`config.mk`:
```
export PLATFORM = sky130hd
export DESIGN_NAME = write_fifo_status_ctrl_flat
export DESIGN_NICKNAME = d
export VERILOG_FILES = /design/src/rtl/vdma_pkg.sv /design/src/rtl/write_fifo_status_ctrl_if.sv /design/src/rtl/edge_generator.sv /design/src/rtl/write_fifo_status_ctrl.sv /design/src/flat_wrapper.sv
export SDC_FILE = /design/constraint.sdc
export NUM_CORES = 1
export LEC_CHECK = 0
export CAP_MARGIN = 10
export CORE_ASPECT_RATIO = 0.6
export CORE_MARGIN = 3
export CORE_UTILIZATION = 45
export DETAILED_ROUTE_END_ITERATION = 8
export PLACE_DENSITY = 0.77
export SLEW_MARGIN = 20
export SYNTH_ARGS = -nofsm -noshare
export SYNTH_HDL_FRONTEND = slang
export SYNTH_SLANG_ARGS = --single-unit
```
`constraint.sdc`:
```
create_clock -name clock -period 5 [get_ports clock]
set_clock_uncertainty 0.2 [all_clocks]
set_input_delay 0.5 -clock clock [delete_from_list [all_inputs] [get_ports clock]]
set_output_delay 0.5 -clock clock [all_outputs]
set_load 0.02 [all_outputs]
```
`src/rtl/vdma_pkg.sv`:
```
// Shared VDMA definitions: FSM encodings, default sizes, edge detector modes.
// No logic; constants only.
// No flow control.
package vdma_pkg;

  // Controller state encoding shared with the read-side status controller
  typedef enum logic [3:0] {
    IDLE      = 4'd0,
    NEED_WR   = 4'd1,
    WAIT_DONE = 4'd2,
    FSH       = 4'd3,
    WR_TAIL   = 4'd4
  } vdma_state_e;

  // Edge detector flavours; NORMAL is the rising edge
  typedef enum logic [1:0] {
    EDGE_NORMAL = 2'd0,
    EDGE_FALL   = 2'd1,
    EDGE_BOTH   = 2'd2
  } edge_mode_e;

  localparam int VDMA_THRESHOLD = 128;
  localparam int VDMA_LSIZE     = 9;

endpackage

```
`src/rtl/write_fifo_status_ctrl_if.sv`:
```
// Request/response channel between the FIFO status controller and the burst master.
// Pure wiring, zero latency.
// Requests are levels held until resp; resp/done are single-cycle pulses.
interface write_fifo_status_ctrl_if #(
  parameter int LSIZE = 9
);
  logic             burst_req;
  logic             tail_req;
  logic [LSIZE-1:0] req_len;
  logic             resp;
  logic             done;

  // Controller side: raises requests, receives acknowledgements
  modport master (
    output burst_req, tail_req, req_len,
    input  resp, done
  );

  // Burst master side
  modport slave (
    input  burst_req, tail_req, req_len,
    output resp, done
  );
endinterface

```
`src/rtl/edge_generator.sv`:
```
// Single-cycle pulse on a selected edge of a level input.
// Pulse is combinational against a one-cycle registered copy of the input.
// No flow control; one pulse per qualifying transition.
module edge_generator
  import vdma_pkg::*;
#(
  parameter edge_mode_e MODE = EDGE_NORMAL
) (
  input  logic clock,
  input  logic rst,
  input  logic sig,
  output logic pulse
);

  logic sig_q;

  // Previous-cycle copy of the input
  always_ff @(posedge clock) begin
    if (rst) sig_q <= 1'b0;
    else     sig_q <= sig;
  end

  // Compare current level against the previous one for the selected edge
  always_comb begin
    pulse = 1'b0;
    case (MODE)
      EDGE_NORMAL: pulse = sig & ~sig_q;
      EDGE_FALL:   pulse = ~sig & sig_q;
      EDGE_BOTH:   pulse = sig ^ sig_q;
      default:     pulse = 1'b0;
    endcase
  end

endmodule

```
`src/rtl/write_fifo_status_ctrl.sv`:
```
// Ingress FIFO status controller: requests full bursts at THRESHOLD, one tail burst per frame.
// count>=THRESHOLD to burst_req is 2 cycles; all outputs registered from next state.
// Requests held until resp; next request waits for done, FSH and one IDLE cycle.
module write_fifo_status_ctrl
  import vdma_pkg::*;
#(
  parameter int THRESHOLD = VDMA_THRESHOLD,
  parameter int FULL_LEN  = 256,
  parameter int CSIZE     = 9,
  parameter int LSIZE     = VDMA_LSIZE
) (
  input  logic                   clock,
  input  logic                   rst,
  input  logic                   enable,
  input  logic [CSIZE-1:0]       count,
  input  logic                   tail_status,
  input  logic [LSIZE-1:0]       tail_len,
  write_fifo_status_ctrl_if.master wr,
  output logic                   frame_done,
  output logic                   busy
);

  if (THRESHOLD > FULL_LEN) begin : g_thr_vs_depth
    $error("THRESHOLD must not exceed FULL_LEN");
  end
  if (THRESHOLD >= (1 << CSIZE) || THRESHOLD >= (1 << LSIZE)) begin : g_thr_width
    $error("THRESHOLD does not fit in CSIZE/LSIZE");
  end

  localparam int CW = (CSIZE > LSIZE) ? CSIZE : LSIZE;
  localparam logic [CSIZE-1:0] THR_CNT = CSIZE'(THRESHOLD);
  localparam logic [LSIZE-1:0] THR_LEN = LSIZE'(THRESHOLD);

  vdma_state_e      state, nstate;
  logic             trigger_req;
  logic             tail_rise;
  logic             tail_pending;
  logic             tail_flag, nxt_tail_flag;
  logic             tail_skip;
  logic             tail_fits;
  logic             burst_req_q, tail_req_q;
  logic [LSIZE-1:0] req_len_q;

  assign wr.burst_req = burst_req_q;
  assign wr.tail_req  = tail_req_q;
  assign wr.req_len   = req_len_q;

  // Residue is all in the FIFO once count covers tail_len
  assign tail_fits = (CW'(count) >= CW'(tail_len));

  edge_generator #(.MODE(EDGE_NORMAL)) u_tail_edge (
    .clock (clock),
    .rst   (rst),
    .sig   (tail_status),
    .pulse (tail_rise)
  );

  // Registered full-burst trigger; enable gates it at the source
  always_ff @(posedge clock) begin
    if (rst) trigger_req <= 1'b0;
    else     trigger_req <= enable && (count >= THR_CNT);
  end

  // One pending tail per rising edge of tail_status; a new rise wins over a same-cycle clear
  always_ff @(posedge clock) begin
    if (rst)                                        tail_pending <= 1'b0;
    else if (tail_rise)                             tail_pending <= 1'b1;
    else if ((state == WR_TAIL && wr.resp) || tail_skip) tail_pending <= 1'b0;
  end

  // Next-state decode; full bursts drain before the tail is considered
  always_comb begin
    nstate        = state;
    nxt_tail_flag = tail_flag;
    tail_skip     = 1'b0;
    case (state)
      IDLE: begin
        if (trigger_req) begin
          nstate        = NEED_WR;
          nxt_tail_flag = 1'b0;
        end else if (enable && tail_pending && tail_len != '0 && tail_fits) begin
          nstate        = WR_TAIL;
          nxt_tail_flag = 1'b1;
        end else if (enable && tail_pending && tail_len == '0) begin
          nstate        = FSH;
          nxt_tail_flag = 1'b1;
          tail_skip     = 1'b1;
        end
      end
      NEED_WR, WR_TAIL: begin
        if (wr.resp && wr.done) nstate = FSH;
        else if (wr.resp)       nstate = WAIT_DONE;
      end
      WAIT_DONE: begin
        if (wr.done) nstate = FSH;
      end
      FSH: begin
        nstate        = IDLE;
        nxt_tail_flag = 1'b0;
      end
      default: begin
        nstate        = IDLE;
        nxt_tail_flag = 1'b0;
      end
    endcase
  end

  // State and registered outputs, all decoded from the next state
  always_ff @(posedge clock) begin
    if (rst) begin
      state       <= IDLE;
      tail_flag   <= 1'b0;
      burst_req_q <= 1'b0;
      tail_req_q  <= 1'b0;
      busy        <= 1'b0;
      frame_done  <= 1'b0;
      req_len_q   <= '0;
    end else begin
      state       <= nstate;
      tail_flag   <= nxt_tail_flag;
      burst_req_q <= (nstate == NEED_WR);
      tail_req_q  <= (nstate == WR_TAIL);
      busy        <= (nstate != IDLE);
      frame_done  <= (nstate == FSH) && nxt_tail_flag;
      if (state == IDLE && nstate == NEED_WR)      req_len_q <= THR_LEN;
      else if (state == IDLE && nstate == WR_TAIL) req_len_q <= tail_len;
    end
  end

endmodule

```
`src/flat_wrapper.sv`:
```
// flat-port wrapper written by rule: the top's interface ports become plain ports
module write_fifo_status_ctrl_flat import vdma_pkg::*;
#(
  parameter int THRESHOLD = VDMA_THRESHOLD,
  parameter int FULL_LEN  = 256,
  parameter int CSIZE     = 9,
  parameter int LSIZE     = VDMA_LSIZE
)
  (clock, rst, enable, count, tail_status, tail_len, frame_done, busy, wr_burst_req, wr_tail_req, wr_req_len, wr_resp, wr_done);
  write_fifo_status_ctrl_if #(.LSIZE(LSIZE)) wr_i ();
  input  logic clock;
  input  logic rst;
  input  logic enable;
  input  logic [CSIZE-1:0] count;
  input  logic tail_status;
  input  logic [LSIZE-1:0] tail_len;
  output logic frame_done;
  output logic busy;
  output wire logic [$bits(wr_i.burst_req)-1:0] wr_burst_req;
  output wire logic [$bits(wr_i.tail_req)-1:0] wr_tail_req;
  output wire logic [$bits(wr_i.req_len)-1:0] wr_req_len;
  input wire logic [$bits(wr_i.resp)-1:0] wr_resp;
  input wire logic [$bits(wr_i.done)-1:0] wr_done;
  assign wr_burst_req = wr_i.burst_req;
  assign wr_tail_req = wr_i.tail_req;
  assign wr_req_len = wr_i.req_len;
  assign wr_i.resp = wr_resp;
  assign wr_i.done = wr_done;
  write_fifo_status_ctrl #(.THRESHOLD(THRESHOLD), .FULL_LEN(FULL_LEN), .CSIZE(CSIZE), .LSIZE(LSIZE)) u_core (.clock(clock), .rst(rst), .enable(enable), .count(count), .tail_status(tail_status), .tail_len(tail_len), .wr(wr_i), .frame_done(frame_done), .busy(busy));
endmodule
```
# Word level (Yosys, flattened, before mapping)
# Cells that the tools add are included.
totals:
  register_bits: 21
  latch_bits: 0
  ramBits: 0
  romBits: 0
  input_bits: 24
  output_inout_bits: 13
  wordCells: 60
  n_memories: 0
classes:
  addsub: 0
  mul: 0
  div: 0
  n_lt_le_gt_ge: 2
  n_eq_ne: 6
  n_shift: 0
  muxes: 19
  bitwise: 2
  n_reduce_logical: 20
op_table:
  columns: ["cell", "count"]
  rows:
  - ["$mux 4", 6]
  - ["$mux 8", 2]
  - ["$pmux 4 s3", 1]
  - ["$logic_and 1x1->1", 10]
  - ["$ge 9x8->1 const B", 1]
  - ["$ge 9x9->1", 1]
  - ["$logic_not 9->1", 1]
  - ["$mux 1", 9]
  - ["$reduce_bool 9->1", 1]
  - ["$eq 4x1->1 const B", 2]
  - ["$eq 4x2->1 const B", 2]
  - ["$eq 4x3->1 const B", 2]
  - ["$logic_not 4->1", 1]
  - ["$reduce_bool 2->1", 2]
  - ["$reduce_bool 4->1", 1]
  - ["$reduce_or 2->1", 2]
  - ["$reduce_or 3->1", 1]
  - ["$pmux 1 s2", 1]
  - ["$and 1x1->1", 1]
  - ["$logic_or 1x1->1", 1]
  - ["$not 1->1", 1]

# Logic depth before layout (Yosys ltp)
depth:
  ltp_word: 10
  mapped_depth: 8
  depth_no_buf: 7

# Modules after synthesis
# From an unflattened synthesis, not the netlist that was laid out.
hier_totals:
  cells_unflattened: 136
  hier_area_um2: 1192.4
modules_own_cells:
  columns: ["mod", "n_inst", "cells_each", "area_each_um2", "seq_area_each_um2"]
  rows:
  - ["write_fifo_status_ctrl", 1, 133, 1144.8, 400.4]
  - ["edge_generator", 1, 3, 47.5, 20.0]

# Worst setup path after synthesis
# No wires, ideal clock.
synth_path:
  kind: "input-to-reg"
  from: "input tail_len[2]"
  to: "register u_core.req_len_q[7], in the netlist u_core.wr.req_len[7]"
  setup_ns: 0.092
  arrival_time_ns: 1.648
  required_ns: 4.708
  setup_slack_ns: 3.060
  stages: 8
  path_buffers: 1
  path_cell_list: "inv_1 > ha_1 > a21oi_1 > o21ai_0 > o2bb2ai_1 > o21a_1 > buf_6 > o311ai_4"
synth_via:
  elab_chain_cells: 9
  word_cells_on_any_way: 16
  cone_classes: "order compare: 1; eq/ne: 2; mux: 5; reduce/logical: 8"
synth_rtl:
  columns: ["element", "line_no", "source"]
  rows:
  - ["from (decl)", "flat_wrapper.sv:16", "input logic [LSIZE-1:0] tail_len;"]
  - ["branches (longest 3 deep; another with $ge 9x9->1)", null, null]
  - ["$mux 4 (*)", "write_fifo_status_ctrl.sv:81", "end else if (enable && tail_pending && tail_len != '0 && tail_fits) begin"]
  - ["$mux 4 (*)", "write_fifo_status_ctrl.sv:78", "if (trigger_req) begin"]
  - ["$pmux 4 s3 (*)", "write_fifo_status_ctrl.sv:76", "case (state)"]
  - ["$eq 4x1->1 / $eq 4x3->1 (equally long branches)", "write_fifo_status_ctrl.sv:125, write_fifo_status_ctrl.sv:126", null]
  - ["$logic_and 1x1->1, on equally long branches", "write_fifo_status_ctrl.sv:125, write_fifo_status_ctrl.sv:126", null]
  - ["$mux 8 / $reduce_bool 2->1 (equally long branches)", null, null]
  - ["to (signal assigned)", "write_fifo_status_ctrl.sv:126", "else if (state == IDLE && nstate == WR_TAIL) req_len_q <= tail_len;"]
  - ["to (decl)", "write_fifo_status_ctrl.sv:42", "logic [LSIZE-1:0] req_len_q;"]
# Every way passes the cells marked *.
# A chain may end at the register's enable or synchronous reset.

# Final worst setup path
layout_path:
  from: "input tail_len[8]"
  to: "register u_core.req_len_q[6], in the netlist u_core.wr.req_len[6]"
layout_via:
  elab_chain_cells: 9
  word_cells_on_any_way: 15
  cone_classes: "order compare: 1; eq/ne: 2; mux: 4; reduce/logical: 8"
layout_rtl:
  columns: ["element", "line_no", "source"]
  rows:
  - ["branches (longest 3 deep; another with $ge 9x9->1)", null, null]
  - ["$mux 4 (*)", "write_fifo_status_ctrl.sv:81", null]
  - ["$mux 4 (*)", "write_fifo_status_ctrl.sv:78", null]
  - ["$pmux 4 s3 (*)", "write_fifo_status_ctrl.sv:76", null]
  - ["$eq 4x1->1", "write_fifo_status_ctrl.sv:125", "if (state == IDLE && nstate == NEED_WR) req_len_q <= THR_LEN;"]
  - ["$logic_and 1x1->1", "write_fifo_status_ctrl.sv:125", null]
  - ["$reduce_or 2->1 (no source line)", null, null]
# Marked as above.

==> impl_metrics.csv <==
group,metric,value,unit
outcome,status,"finished, final reports clean",
logic_synthesis,yosys_warnings,0,
logic_synthesis,ys_types,35,
pwr,p_per_area,229,nW/um^2
clock_network,cts_buffer_depth,2,
flow_run,max_cap_viol_count,0,
sta,hold_violations,0,
clock_network,cts_resized,0,
sta,fmax,379,MHz
layout,fill_cells,180,
clock_network,htreeDepth,1,
clock_network,cts_root_buffer,"clkbuf_8",
global_route,grt_pass1_vias,1038,
worst_hold_path,hold_end,"u_core.wr.req_len[5]",
pwr,leakage,0.616,nW
sta,rsz0062_at_grt,"false",
sta,holdWs,0.265,ns
floorplanning,io_pins,37,
layout,final_cell_count_no_fill,196,
setup_path,cp-start-kind,"input port",
worst_hold_path,holdCritStartpoint,"u_core.wr.req_len[5]",
global_route,antenna_found_initial,0,
worst_hold_path,hold_path.class,"reg2reg",
setup_path,required,5.00,ns
setup_path,r2r_cells,5,
routing,wl_per_cell,15.1,um
floorplanning,die_y,44.7,um
floorplanning,core_area,2260,um^2
clock_network,clk-insertion-delay-late,0.26,ns
layout,final_nets,200,
layout,largest_register_ffs,9,
setup_path,worst-path-max-fanout,9,
global_route,grt-ovfl-total,0,
layout,design_area,1550,um^2
layout,antenna_cells,0,
clock_network,hold_buffers,0,
clock_network,numCtsBuffers,3,
logic_synthesis,syn_area_per_cell,8.69,um^2
place,gp_congestion,0.892,
place,port_buffers,36,
logic_synthesis,synth_seq_cells,21,
routing,vias,1038,
sta,setup_tns,0,ns
routing,drcViolationCount,0,
place,placed_area,1500,um^2
clock_network,path_clk_slew,0.08,ns
place,dp_hpwl,2360,um
logic_synthesis,synth_area,1120,um^2
setup_path,timing.rr.end,"u_core.wr.req_len[6]",
setup_path,r2r-start,"u_core.state[1]",
routing,drtPass1Iterations,4,
sta,slew_viol_final,0,
layout,drive_gt1_frac,0.0663,
logic_synthesis,yosysSeqAreaShare,0.375,
setup_path,startpoint,"tail_len[8]",
layout,syn2layout_area_growth,38.4,%
routing,ant_nets,0,
layout,fin_util,0.686,
clock_network,cts_setup_buffers,0,
floorplanning,start_util,0.496,
pwr,irDropWorstVdd,0.227,mV
setup_path,reg2reg_slack,2.93,ns
sta,max_slew_margin,0.554,
logic_synthesis,synth_nets,162,
place,dp_cells,192,
routing,wl,2960,um
routing,drt_iter0_markers,31,
sta,fin_crit,2.64,ns
floorplanning,die-area,3150,um^2
clock_network,cts.sinks,21,
logic_synthesis,synthesis.instances,129,
sta,setup_ws,2.36,ns
floorplanning,die_w,70.4,um
clock_network,cts_tree,"yes",
routing,vias_per_cell,5.30,
pwr,power,0.356,mW
global_route,grt_max_degree,17,
sta,fin_crit_sh,0.527,
setup_path,crit_arrival,2.63,ns
global_route,grt_pass1_wl,4820,um
worst_hold_path,hold_path_depth,2,
floorplanning,rows,13,
sta,setup_viol,0,
setup_path,crit_type,"in2reg",
place,dp_slack,2.06,ns
global_route,grt_usage,0.195,
sta,worst_pin_slew,0.667,ns
setup_path,end_kind,"flip-flop",
[cells in the final DEF, fill, tap and decap left out, types with 2 or more instances in the layout]
cell and instances:
ha_1 9, dfxtp_1 21, a21oi_1 10, nand4_1 4, nand3_1 2, mux2i_1 8
a41oi_1 2, o21ai_0 4, nor2_1 4, clkbuf_8 3, o2111ai_1 2, nand2_1 23
nor3_1 2, inv_1 15, clkdlybuf4s50_1 36, nor2b_1 2
[layout make-up]
| cell class | count | area (um^2) | area share |
|---|---|---|---|
| clock buffer | 3 | 41.3 | 0.0266 |
| clock inverter | 1 | 7.51 | 0.00484 |
| inverter | 15 | 56.3 | 0.0363 |
| multi-input combinational | 90 | 628 | 0.405 |
| sequential | 21 | 420 | 0.271 |
| tap | 30 | 37.5 | 0.0242 |
| timing repair buffer | 36 | 360 | 0.232 |
[power breakdown]
part / internal [mW] / total, mW / switching (mW) / leakage [nW]
Combinational: 0.0336 / 0.0652 / 0.0316 / 0.424
Sequential: 0.172 / 0.176 / 0.00380 / 0.171
Clock: 0.0564 / 0.115 / 0.0584 / 0.0217
[cell families after synthesis]
family / Yosys count / share of synthesized area
other: 1 / 0.00335
AO/OA/AOI/OAI: 28 / 0.184
buffers and inverters: 18 / 0.0703
multiplexers: 9 / 0.0815
flip-flops: 21 / 0.375
adder cells (fa/ha/maj): 9 / 0.100
AND/OR/NAND/NOR: 43 / 0.185
[worst max path at each step]
stage	slack, ns	cells after the start	endpoint
2_1_floorplan	3.06	8	u_core.wr.req_len[7]
3_3_place_gp	2.19	8	u_core.wr.req_len[2]
3_5_place_dp	2.06	8	u_core.wr.req_len[6]
4_1_cts	2.34	8	u_core.wr.req_len[6]
5_1_grt	2.19	8	u_core.wr.req_len[3]
6_report	2.36	8	u_core.wr.req_len[6]
[Yosys cell counts]
library cell,number,area share
o211a_1,1,0.0089
or3_1,1,0.0056
o21ai_1,1,0.0045
a21o_1,1,0.0067
nand3_1,2,0.0089
dfxtp_1,21,0.37
mux2i_1,8,0.071
nor3_1,2,0.0089
a21oi_1,10,0.045
nor2_2,1,0.0056
a211oi_2,1,0.011
ha_1,9,0.10
and3_1,1,0.0056
buf_6,1,0.010
a31oi_1,1,0.0056
nand2_1,23,0.077
clkbuf_1,1,0.0033
nor3b_2,1,0.011
buf_4,1,0.0067
nand4_1,4,0.022
inv_1,15,0.050
o311ai_4,1,0.023
conb_1,1,0.0033
o221ai_1,1,0.0078
nor2b_1,2,0.011
o21a_1,1,0.0067
o21ai_0,4,0.018
nor2_1,4,0.013
mux2_2,1,0.010
a2bb2oi_1,1,0.0078
o2bb2ai_1,1,0.0078
o2111ai_1,2,0.016
a41oi_1,2,0.016
nor2_4,1,0.010
nor4_1,1,0.0056
[critical path, cell delays in order]
cell and delay (ns):
clkdlybuf4s50_1 0.54, inv_1 0.07, ha_1 0.31, nand4_1 0.13, nor2_1 0.13, o2bb2ai_1 0.18, o21a_1 0.51, mux2i_1 0.25
[metal layers]
metal	global-route usage	routed length, um	share of wire
met3	0.0385	159	0.054
met2	0.322	1300	0.44
met4	0.0344	21	0.0071
met5	0	0	0
met1	0.271	1470	0.50
No activity file was read; power rests on OpenSTA's default activity.
